**config.mk**
```make
export PLATFORM = sky130hd
export DESIGN_NAME = mem_access_unit
export DESIGN_NICKNAME = d
export VERILOG_FILES = /design/src/rtl/mem_pkg.sv /design/src/rtl/byte_lane_align.sv /design/src/rtl/mem_access_unit.sv
export SDC_FILE = /design/constraint.sdc
export NUM_CORES = 1
export LEC_CHECK = 0
export BUFFER_PORTS_ARGS = -buffer_cell sky130_fd_sc_hd__buf_4
export CAP_MARGIN = 0
export CORE_MARGIN = 2
export CORE_UTILIZATION = 52
export DETAILED_ROUTE_END_ITERATION = 6
export GPL_ROUTABILITY_DRIVEN = 0
export PLACE_DENSITY = 0.84
export SLEW_MARGIN = 20
export SYNTH_ARGS = -nofsm -noshare
export SYNTH_HDL_FRONTEND = slang
export SYNTH_SLANG_ARGS = --single-unit
```
**constraint.sdc**
```tcl
create_clock -name clk -period 4.1 [get_ports clk]
set_input_delay 0.82 -clock clk [delete_from_list [all_inputs] [get_ports clk]]
set_output_delay 0.82 -clock clk [all_outputs]
set_load 0.01 [all_outputs]
```
**src/rtl/mem_pkg.sv**
```systemverilog
// Shared types, constants and helpers for the memory-stage controller.
package mem_pkg;

    typedef enum logic [0:0] {
        IDLE = 1'b0,
        REQ  = 1'b1
    } mem_state_t;

    localparam logic [3:0] BE_WORD = 4'hF;
    localparam logic       RW_NONE = 1'b1;

    // Byte index of the lowest enabled lane; an empty mask behaves like lane 0.
    function automatic logic [1:0] lane_offset(input logic [3:0] byte_en);
        logic [1:0] off_s;
        casez (byte_en)
            4'b???1: off_s = 2'd0;
            4'b??10: off_s = 2'd1;
            4'b?100: off_s = 2'd2;
            4'b1000: off_s = 2'd3;
            default: off_s = 2'd0;
        endcase
        return off_s;
    endfunction

endpackage

```
**src/rtl/byte_lane_align.sv**
```systemverilog
// Combinational byte-lane steering: shifts store data up to its lanes and
// extracts load data down to bit 0 with zero extension.
module byte_lane_align
    import mem_pkg::*;
#(
    parameter int BITS = 32
) (
    input  logic [3:0]      byte_en,
    input  logic [BITS-1:0] store_data,
    input  logic [BITS-1:0] load_data,
    output logic [BITS-1:0] store_aligned,
    output logic [BITS-1:0] load_aligned
);

    logic [4:0]      shamt_s;
    logic [BITS-1:0] lane_mask_s;

    assign shamt_s = {lane_offset(byte_en), 3'b000};

    // Expand the four lane enables into a bit mask over the data word.
    always_comb begin
        lane_mask_s = '0;
        for (int i = 0; i < 4; i++) begin
            lane_mask_s[8*i +: 8] = {8{byte_en[i]}};
        end
    end

    assign store_aligned = store_data << shamt_s;
    assign load_aligned  = (load_data & lane_mask_s) >> shamt_s;

endmodule

```
**src/rtl/mem_access_unit.sv**
```systemverilog
// Memory-stage controller: data-memory req/ack handshake, LL/SC link
// tracking, pipeline stall and the MEM/WB register.
module mem_access_unit
    import mem_pkg::*;
#(
    parameter int BITS      = 32,
    parameter int REG_WORDS = 32,
    parameter int ADDR_LEFT = $clog2(REG_WORDS) - 1
) (
    input  logic               clk,
    input  logic               rst_,
    input  logic [BITS-1:0]    alu_out_s4,
    input  logic [BITS-1:0]    r2_data_s4,
    input  logic [3:0]         byte_en_s4,
    input  logic               sel_mem_s4,
    input  logic               mem_rw_s4,
    input  logic               rw_s4,
    input  logic [ADDR_LEFT:0] waddr_s4,
    input  logic               load_link_s4,
    input  logic               check_link_s4,
    input  logic               atomic_s4,
    input  logic               halt_s4,
    output logic               dmem_req,
    output logic               dmem_we,
    output logic               dmem_lock,
    output logic [BITS-1:0]    dmem_addr,
    output logic [3:0]         dmem_be,
    output logic [BITS-1:0]    dmem_wdata,
    input  logic               dmem_ack,
    input  logic [BITS-1:0]    dmem_rdata,
    output logic               stall_mem,
    output logic [BITS-1:0]    wb_data_s5,
    output logic [ADDR_LEFT:0] waddr_s5,
    output logic               rw_s5,
    output logic               halt_s5
);

    mem_state_t       state_r;
    logic             link_valid_r;
    logic [BITS-3:0]  link_addr_r;
    logic             link_hit_s;
    logic             is_sc_s;
    logic             sc_fail_s;
    logic             mem_op_s;
    logic             ack_s;
    logic [BITS-1:0]  load_aligned_s;
    logic [BITS-1:0]  wb_data_s;

    assign link_hit_s = link_valid_r && (link_addr_r == alu_out_s4[BITS-1:2]);
    assign is_sc_s    = check_link_s4 & ~mem_rw_s4;
    assign sc_fail_s  = is_sc_s & ~link_hit_s;
    assign mem_op_s   = sel_mem_s4 & ~sc_fail_s;
    assign ack_s      = (state_r == REQ) & dmem_ack;
    assign stall_mem  = mem_op_s & ~ack_s;

    assign dmem_req  = (state_r == REQ);
    assign dmem_we   = ~mem_rw_s4 & dmem_req;
    assign dmem_lock = atomic_s4 & dmem_req;
    assign dmem_addr = {alu_out_s4[BITS-1:2], 2'b00};
    assign dmem_be   = byte_en_s4;

    byte_lane_align #(.BITS(BITS)) u_align (
        .byte_en       (byte_en_s4),
        .store_data    (r2_data_s4),
        .load_data     (dmem_rdata),
        .store_aligned (dmem_wdata),
        .load_aligned  (load_aligned_s)
    );

    // Select the write-back value: load data, SC status flag, or ALU result.
    always_comb begin
        if (sel_mem_s4 & mem_rw_s4) begin
            wb_data_s = load_aligned_s;
        end else if (is_sc_s) begin
            wb_data_s = {{(BITS-1){1'b0}}, ~sc_fail_s};
        end else begin
            wb_data_s = alu_out_s4;
        end
    end

    // Access FSM; inputs are held by the stall while REQ waits for ack.
    always_ff @(posedge clk or negedge rst_) begin
        if (!rst_) begin
            state_r <= IDLE;
        end else begin
            case (state_r)
                IDLE:    state_r <= mem_op_s ? REQ : IDLE;
                REQ:     state_r <= dmem_ack ? IDLE : REQ;
                default: state_r <= IDLE;
            endcase
        end
    end

    // Link register: LL ack arms it; any SC completion or a store hit disarms it.
    always_ff @(posedge clk or negedge rst_) begin
        if (!rst_) begin
            link_valid_r <= 1'b0;
            link_addr_r  <= '0;
        end else if (ack_s & mem_rw_s4 & ~load_link_s4) begin
            link_valid_r <= 1'b1;
            link_addr_r  <= alu_out_s4[BITS-1:2];
        end else if (sc_fail_s | (ack_s & ~mem_rw_s4 & (is_sc_s | link_hit_s))) begin
            link_valid_r <= 1'b0;
        end else begin
            link_valid_r <= link_valid_r;
        end
    end

    // MEM/WB register; a stall inserts a bubble while keeping data and address.
    always_ff @(posedge clk or negedge rst_) begin
        if (!rst_) begin
            wb_data_s5 <= '0;
            waddr_s5   <= '0;
            rw_s5      <= RW_NONE;
            halt_s5    <= 1'b0;
        end else if (!stall_mem) begin
            wb_data_s5 <= wb_data_s;
            waddr_s5   <= waddr_s4;
            rw_s5      <= rw_s4;
            halt_s5    <= halt_s4;
        end else begin
            rw_s5      <= RW_NONE;
            halt_s5    <= 1'b0;
        end
    end

endmodule

```
==> results of run 1 <==
worst max-delay path by stage:
stage	endpoint	depth (start not counted)
4_1_cts	dmem_wdata[28]	6
5_1_grt	dmem_wdata[28]	6
6_report	dmem_wdata[24]	6
3_3_place_gp	dmem_wdata[26]	6
2_1_floorplan	dmem_wdata[10]	7
3_5_place_dp	dmem_wdata[28]	6
worst max-delay path, stage by stage:
cell,delay (ns)
buf_4,0.27
or2_1,0.21
or2_1,0.57
mux2i_1,0.34
a21oi_1,0.10
buf_4,0.18
flip-flops by register name, summed over array words and instances (netlist names):
name,cells
wb_data_s5,32
link_addr_r,30
waddr_s5,5
dmem_req,1
halt_s5,1
link_valid_r,1
rw_s5,1
through the flow:
step                      hold slack (ns)  setup slack, ns  cell area (sq um)
final                               0.528            0.776               6780
after global routing                0.543            0.603               6780
after CTS                           0.531            0.797               6780
after detailed placement            0.515            0.805               6580
after global placement              0.508            0.880               6580
after floorplan                     0.501             1.23               5110
cells by family (layout without fill, tap and decap cells):
group / count (synthesis) / count (layout)
other: 1 / 2
AND/OR/NAND/NOR: 155 / 155
AO/OA/AOI/OAI: 149 / 149
XOR/XNOR: 30 / 30
multiplexers: 38 / 38
flip-flops: 71 / 71
buffers and inverters: 116 / 284
layout by cell type (no fill, tap or decap), types with 9 or more instances in the layout:
cell / count
o22ai_1: 9
a221oi_2: 30
nand3_1: 15
clkbuf_8: 9
buf_4: 233
dfrtp_1: 70
a22oi_1: 16
xnor2_1: 30
and3_1: 21
inv_1: 35
mux2_2: 30
a211oi_1: 16
o21ai_1: 10
nand2_1: 62
nand4_1: 13
a21oi_1: 40
nor2_1: 15
metal layers:
| layer | up-vias | track usage [%] | part of all wire (%) |
|---|---|---|---|
| li1 | 2327 | - | - |
| met1 | 2490 | 43.0 | 39 |
| met2 | 350 | 47.5 | 47 |
| met3 | 45 | 6.17 | 10 |
| met4 | 0 | 10.8 | 3.5 |
| met5 | - | 0 | 0 |
layout make-up:
type | instances | area share (%)
Sequential cell | 71 | 26.2
Multi-Input combinational cell | 374 | 40.7
Inverter | 35 | 1.94
Clock buffer | 9 | 1.83
Timing Repair Buffer | 233 | 25.8
Tap cell | 133 | 2.45
Clock inverter | 7 | 1.07
power by group through the flow:
stage / Clock [mW] / Sequential [mW] / Combinational [mW]
final: 0.559 / 0.953 / 0.870
after global routing: 0.587 / 0.967 / 0.938
after CTS: 0.561 / 0.952 / 0.866
after detailed placement: 0 / 0.965 / 0.861
after global placement: 0 / 0.953 / 0.836
after floorplan: 0 / 0.964 / 0.490
==> results.sh, run 1 <==
export IMPL_status="finished, final reports clean"
export IMPL_synth_common_cells="dfrtp_1, nand2_1, a21oi_1"
export IMPL_std_cell_rows=36
export IMPL_seq_area_sq_mm=0.00178
export IMPL_ys_ff_latch=71
export IMPL_grt_pass1_wl_um=24800
export IMPL_synth_async_reset_ratio_pct=100
export IMPL_clkSinkCount=71
export IMPL_ys_types=41
export IMPL_synth_simple_area_share_pct=15.9
export IMPL_antenna_cells=0
export IMPL_critPathLaunch="byte_en_s4[0]"
export IMPL_dp_cells=846
export IMPL_portBuffers=223
export IMPL_synth_cells=560
export IMPL_p_sw_share_pct=33.6
export IMPL_cts_root_buf="clkbuf_8"
export IMPL_finalWirelength_um=17000
export IMPL_cp_max_fo=32
export IMPL_die_h_um=103
export IMPL_antenna_found_initial=0
export IMPL_r2r_cells=5
export IMPL_synthTopCellsByArea="dfrtp_1, a221oi_2, mux2_2, buf_4, xnor2_1"
export IMPL_n_fill_cell=753
export IMPL_avgSynthCellArea_sq_um=9.12
export IMPL_clkTransAtPathRegs_ns=0.07
export IMPL_drcViolationCount=0
export IMPL_pwr_share_clk_pct=23.5
export IMPL_first_iter_violations=601
export IMPL_synth_xor_xnor_area_share_pct=5.14
export IMPL_overflow=0
export IMPL_finClkSkew_ns=0.00969
export IMPL_slew_headroom_pct=25.1
export IMPL_finalHoldViolations=0
export IMPL_synth_compound_area_share_pct=24.2
export IMPL_hpwl_um=13000
export IMPL_r2r_start="link_addr_r[27]$_DFFE_PN0P_"
export IMPL_p_int_mw=1.58
export IMPL_net_switching_power_mw=0.800
export IMPL_synth_area_mux_share_pct=8.18
export IMPL_tns_ns=0
export IMPL_nets=839
export IMPL_crit_required_ns=3.28
export IMPL_seq_power_share_pct=40.0
export IMPL_power_leakage_nw=3.17
export IMPL_synth_fa_ha_area_share_pct=0
export IMPL_synth_edff_count=0
export IMPL_setup_worst_path_start_class="input pin"
export IMPL_postCtsHoldBufs=0
export IMPL_power_mw=2.38
export IMPL_synth_area_leader_cell="dfrtp_1"
export IMPL_grt_setup_unrepaired="no"
export IMPL_p_per_area_mw_per_mm2=351
export IMPL_vias_per_cell=6.05
export IMPL_die_width_um=103
export IMPL_setup_violations_final=0
export IMPL_vias=5212
export IMPL_synth_top_family_by_area="compound AO/OA/AOI/OAI gates"
export IMPL_ioPinCount=226
export IMPL_synth_flop_cell="dfrtp_1"
export IMPL_cts_tree="yes"
export IMPL_dieArea_sq_mm=0.0106
export IMPL_syn_area_sq_mm=0.00511
export IMPL_hp_start="link_addr_r[17]$_DFFE_PN0P_"
export IMPL_post_drt_wl_per_cell_um=19.7
export IMPL_pwr_share_comb_pct=36.5
export IMPL_coreArea_sq_mm=0.00964
export IMPL_cts_buffer_depth=2
export IMPL_final_layout_size_suffix_gt1_share_pct=43.6
export IMPL_cts_buffers=9
export IMPL_drt_pass1_iter_count=6
export IMPL_grt_max_degree=72
export IMPL_reg2reg_slack_ns=1.70
export IMPL_hold_path_endpoint="link_addr_r[17]$_DFFE_PN0P_"
export IMPL_synth_most_common_cell="dfrtp_1"
export IMPL_multi_input_area_sq_mm=0.00276
export IMPL_hp_class="reg2reg"
export IMPL_yosysSeqAreaShare_pct=34.8
export IMPL_cp_end_kind="output port"
export IMPL_cp_arrival_ns=2.50
export IMPL_min_period_ns=3.32
export IMPL_areaGrowthSynthToFinish_pct=32.7
export IMPL_grt_pass1_vias=4729
export IMPL_worst_r2r_endpoint="wb_data_s5[0]$_DFFE_PN0N_"
export IMPL_finalNonFillerCells=862
export IMPL_fin_crit_sh_pct=81.1
export IMPL_drv_cap=0
export IMPL_initial_core_util_pct=53.0
export IMPL_grt_usage_pct=30.7
export IMPL_clock_latency_ns=0.36
export IMPL_cts_resized=0
export IMPL_fmax_mhz=301
export IMPL_worst_pin_slew_ns=1.12
export IMPL_hold_depth=1
export IMPL_crit_type="in2out"
export IMPL_fin_util_pct=70.3
export IMPL_peakVddDrop_mv=0.313
export IMPL_slew_violations=0
export IMPL_htree_levels=3
export IMPL_ant_nets=0
export IMPL_yosys_warnings=0
export IMPL_post_cts_buffers=0
export IMPL_netlist_area_leader_share_pct=34.3
Note: power is estimated with default switching activity, not from simulation.
==> inputs of run 2 (changes only) <==
CORE_UTILIZATION = 44   (was 52)
PLACE_DENSITY = 0.75   (was 0.84)
clock period = 2.9 ns   (was 4.1 ns; I/O delays follow)
==> run 2 against run 1 <==
Worst hold slack worse by 0.14 ns. Combinational power is 41% higher. Sequential cell count stayed put. Via count is 1.2% lower. Clock skew is 0.0033 ns lower. Critical endpoint is now dmem_wdata[11]. Largest cell class unchanged. Largest power group unchanged. Highest routed layer unchanged.
==> results.sh, run 2 (synthesized netlist as in run 1, its figures left out) <==
export IMPL_regMostFlops="wb_data_s5"
export IMPL_cts_tree="yes"
export IMPL_postCtsHoldBufs=0
export IMPL_vias_per_cell=5.87
export IMPL_nets=844
export IMPL_vias=5148
export IMPL_drt_pass1_iter_count=5
export IMPL_fin_crit_sh_pct=90.9
export IMPL_dieArea_sq_mm=0.0125
export IMPL_cts_buffer_depth=2
export IMPL_reg2reg_slack_ns=0.59
export IMPL_finalWirelength_um=17500
export IMPL_reg_top3="wb_data_s5 x32, link_addr_r x30, waddr_s5 x5"
export IMPL_tns_ns=0
export IMPL_cp_max_fo=31
export IMPL_clock_latency_ns=0.33
export IMPL_hp_class="in2async"
export IMPL_grt_setup_unrepaired="no"
export IMPL_coreArea_sq_mm=0.0114
export IMPL_die_width_um=112
export IMPL_fmax_mhz=379
export IMPL_fin_util_pct=61.4
export IMPL_cp_end_kind="output port"
export IMPL_antenna_found_initial=0
export IMPL_r2r_cells=6
export IMPL_grt_pass1_vias=4951
export IMPL_areaGrowthSynthToFinish_pct=36.6
export IMPL_worst_r2r_endpoint="wb_data_s5[0]$_DFFE_PN0N_"
export IMPL_initial_core_util_pct=44.9
export IMPL_p_per_area_mw_per_mm2=557
export IMPL_r2r_start="link_addr_r[1]$_DFFE_PN0P_"
export IMPL_min_period_ns=2.64
export IMPL_finClkSkew_ns=0.00641
export IMPL_slew_violations=0
export IMPL_grt_max_degree=72
export IMPL_post_cts_buffers=0
export IMPL_final_layout_size_suffix_gt1_share_pct=44.0
export IMPL_crit_type="in2out"
export IMPL_whs_ns=0.391
export IMPL_grt_usage_pct=27.1
export IMPL_ioPinCount=226
export IMPL_setup_worst_path_start_class="input pin"
export IMPL_portBuffers=223
export IMPL_post_drt_wl_per_cell_um=20.0
export IMPL_hpwl_um=13200
export IMPL_status="finished, final reports clean"
export IMPL_n_fill_cell=954
export IMPL_grt_pass1_wl_um=26900
export IMPL_crit_required_ns=2.32
export IMPL_cp_arrival_ns=2.06
export IMPL_first_iter_violations=612
export IMPL_htree_levels=3
export IMPL_drv_cap=0
export IMPL_die_h_um=112
export IMPL_clkTransAtPathRegs_ns=0.06
export IMPL_cts_buffers=9
export IMPL_power_leakage_nw=3.26
export IMPL_overflow=0
export IMPL_std_cell_rows=39
export IMPL_antenna_cells=0
export IMPL_ant_nets=0
export IMPL_worst_pin_slew_ns=0.920
export IMPL_final_cell_mix="buf_4, dfrtp_1, nand2_1, a21oi_1, inv_1"
export IMPL_final_common_cell="buf_4"
export IMPL_drcViolationCount=0
export IMPL_largest_reg_flops=32
export IMPL_cts_resized=0
export IMPL_slew_headroom_pct=38.6
export IMPL_cts_root_buf="clkbuf_16"
export IMPL_setup_violations_final=0
export IMPL_clkSinkCount=71
export IMPL_finalHoldViolations=0
export IMPL_peakVddDrop_mv=0.371
run 2: cell types whose count changed in the layout (fill, tap and decap cells not counted), sizes merged:
cell,previous run,this run
buf,233,238
bufinv,1,3
clkinvlp,2,0
clkbuf,9,10
clkinv,3,2
run 2: layer usage:
layer	GRT usage [%]	vias up	share of wire, %
met1	36.9	2509	42
met5	0	-	0
li1	-	2339	-
met2	44.4	269	48
met4	6.91	0	2.1
met3	5.33	31	7.9
run 2: worst max-delay path by stage:
stage          slack (ns)        endpoint     startpoint  cells past startpoint
2_1_floorplan        0.51  dmem_wdata[10]  byte_en_s4[3]                      7
3_3_place_gp         0.27  dmem_wdata[28]  byte_en_s4[2]                      6
3_5_place_dp         0.18  dmem_wdata[28]  byte_en_s4[2]                      6
4_1_cts              0.17  dmem_wdata[28]  byte_en_s4[2]                      7
5_1_grt              0.09  dmem_wdata[15]  byte_en_s4[2]                      7
6_report             0.26  dmem_wdata[11]  byte_en_s4[0]                      6
run 2: where the power goes:
group          switching (mW)  internal (mW)  total (mW)  leakage, nW
Sequential              0.146           1.20        1.35        0.870
Combinational           0.591          0.643        1.23         2.23
Clock                   0.457          0.848        1.30        0.167
run 2: cell type report:
| cell class | count | area [sq um] | share of cell area (%) |
|---|---|---|---|
| Tap cell | 143 | 179 | 2.56 |
| Timing Repair Buffer | 238 | 1790 | 25.6 |
| Clock inverter | 6 | 116 | 1.67 |
| Inverter | 35 | 131 | 1.88 |
| Clock buffer | 10 | 229 | 3.28 |
| Sequential cell | 71 | 1780 | 25.5 |
| Multi-Input combinational cell | 374 | 2760 | 39.5 |
run 2: worst max-delay path: stages:
cell and delay, ns:
buf_4 0.09, buf_4 0.29, or2_1 0.62, nand2_1 0.13, a21oi_1 0.19, buf_4 0.15
run 2: stage by stage:
step	total power, mW	setup WS, ns	instance area [sq um]	std cells
5_1_grt	4.04	0.0870	6980	877
4_1_cts	3.89	0.172	6980	877
2_1_floorplan	2.06	0.507	5110	561
3_5_place_dp	2.59	0.176	6630	861
6_report	3.89	0.263	6980	877
3_3_place_gp	2.54	0.268	6630	861
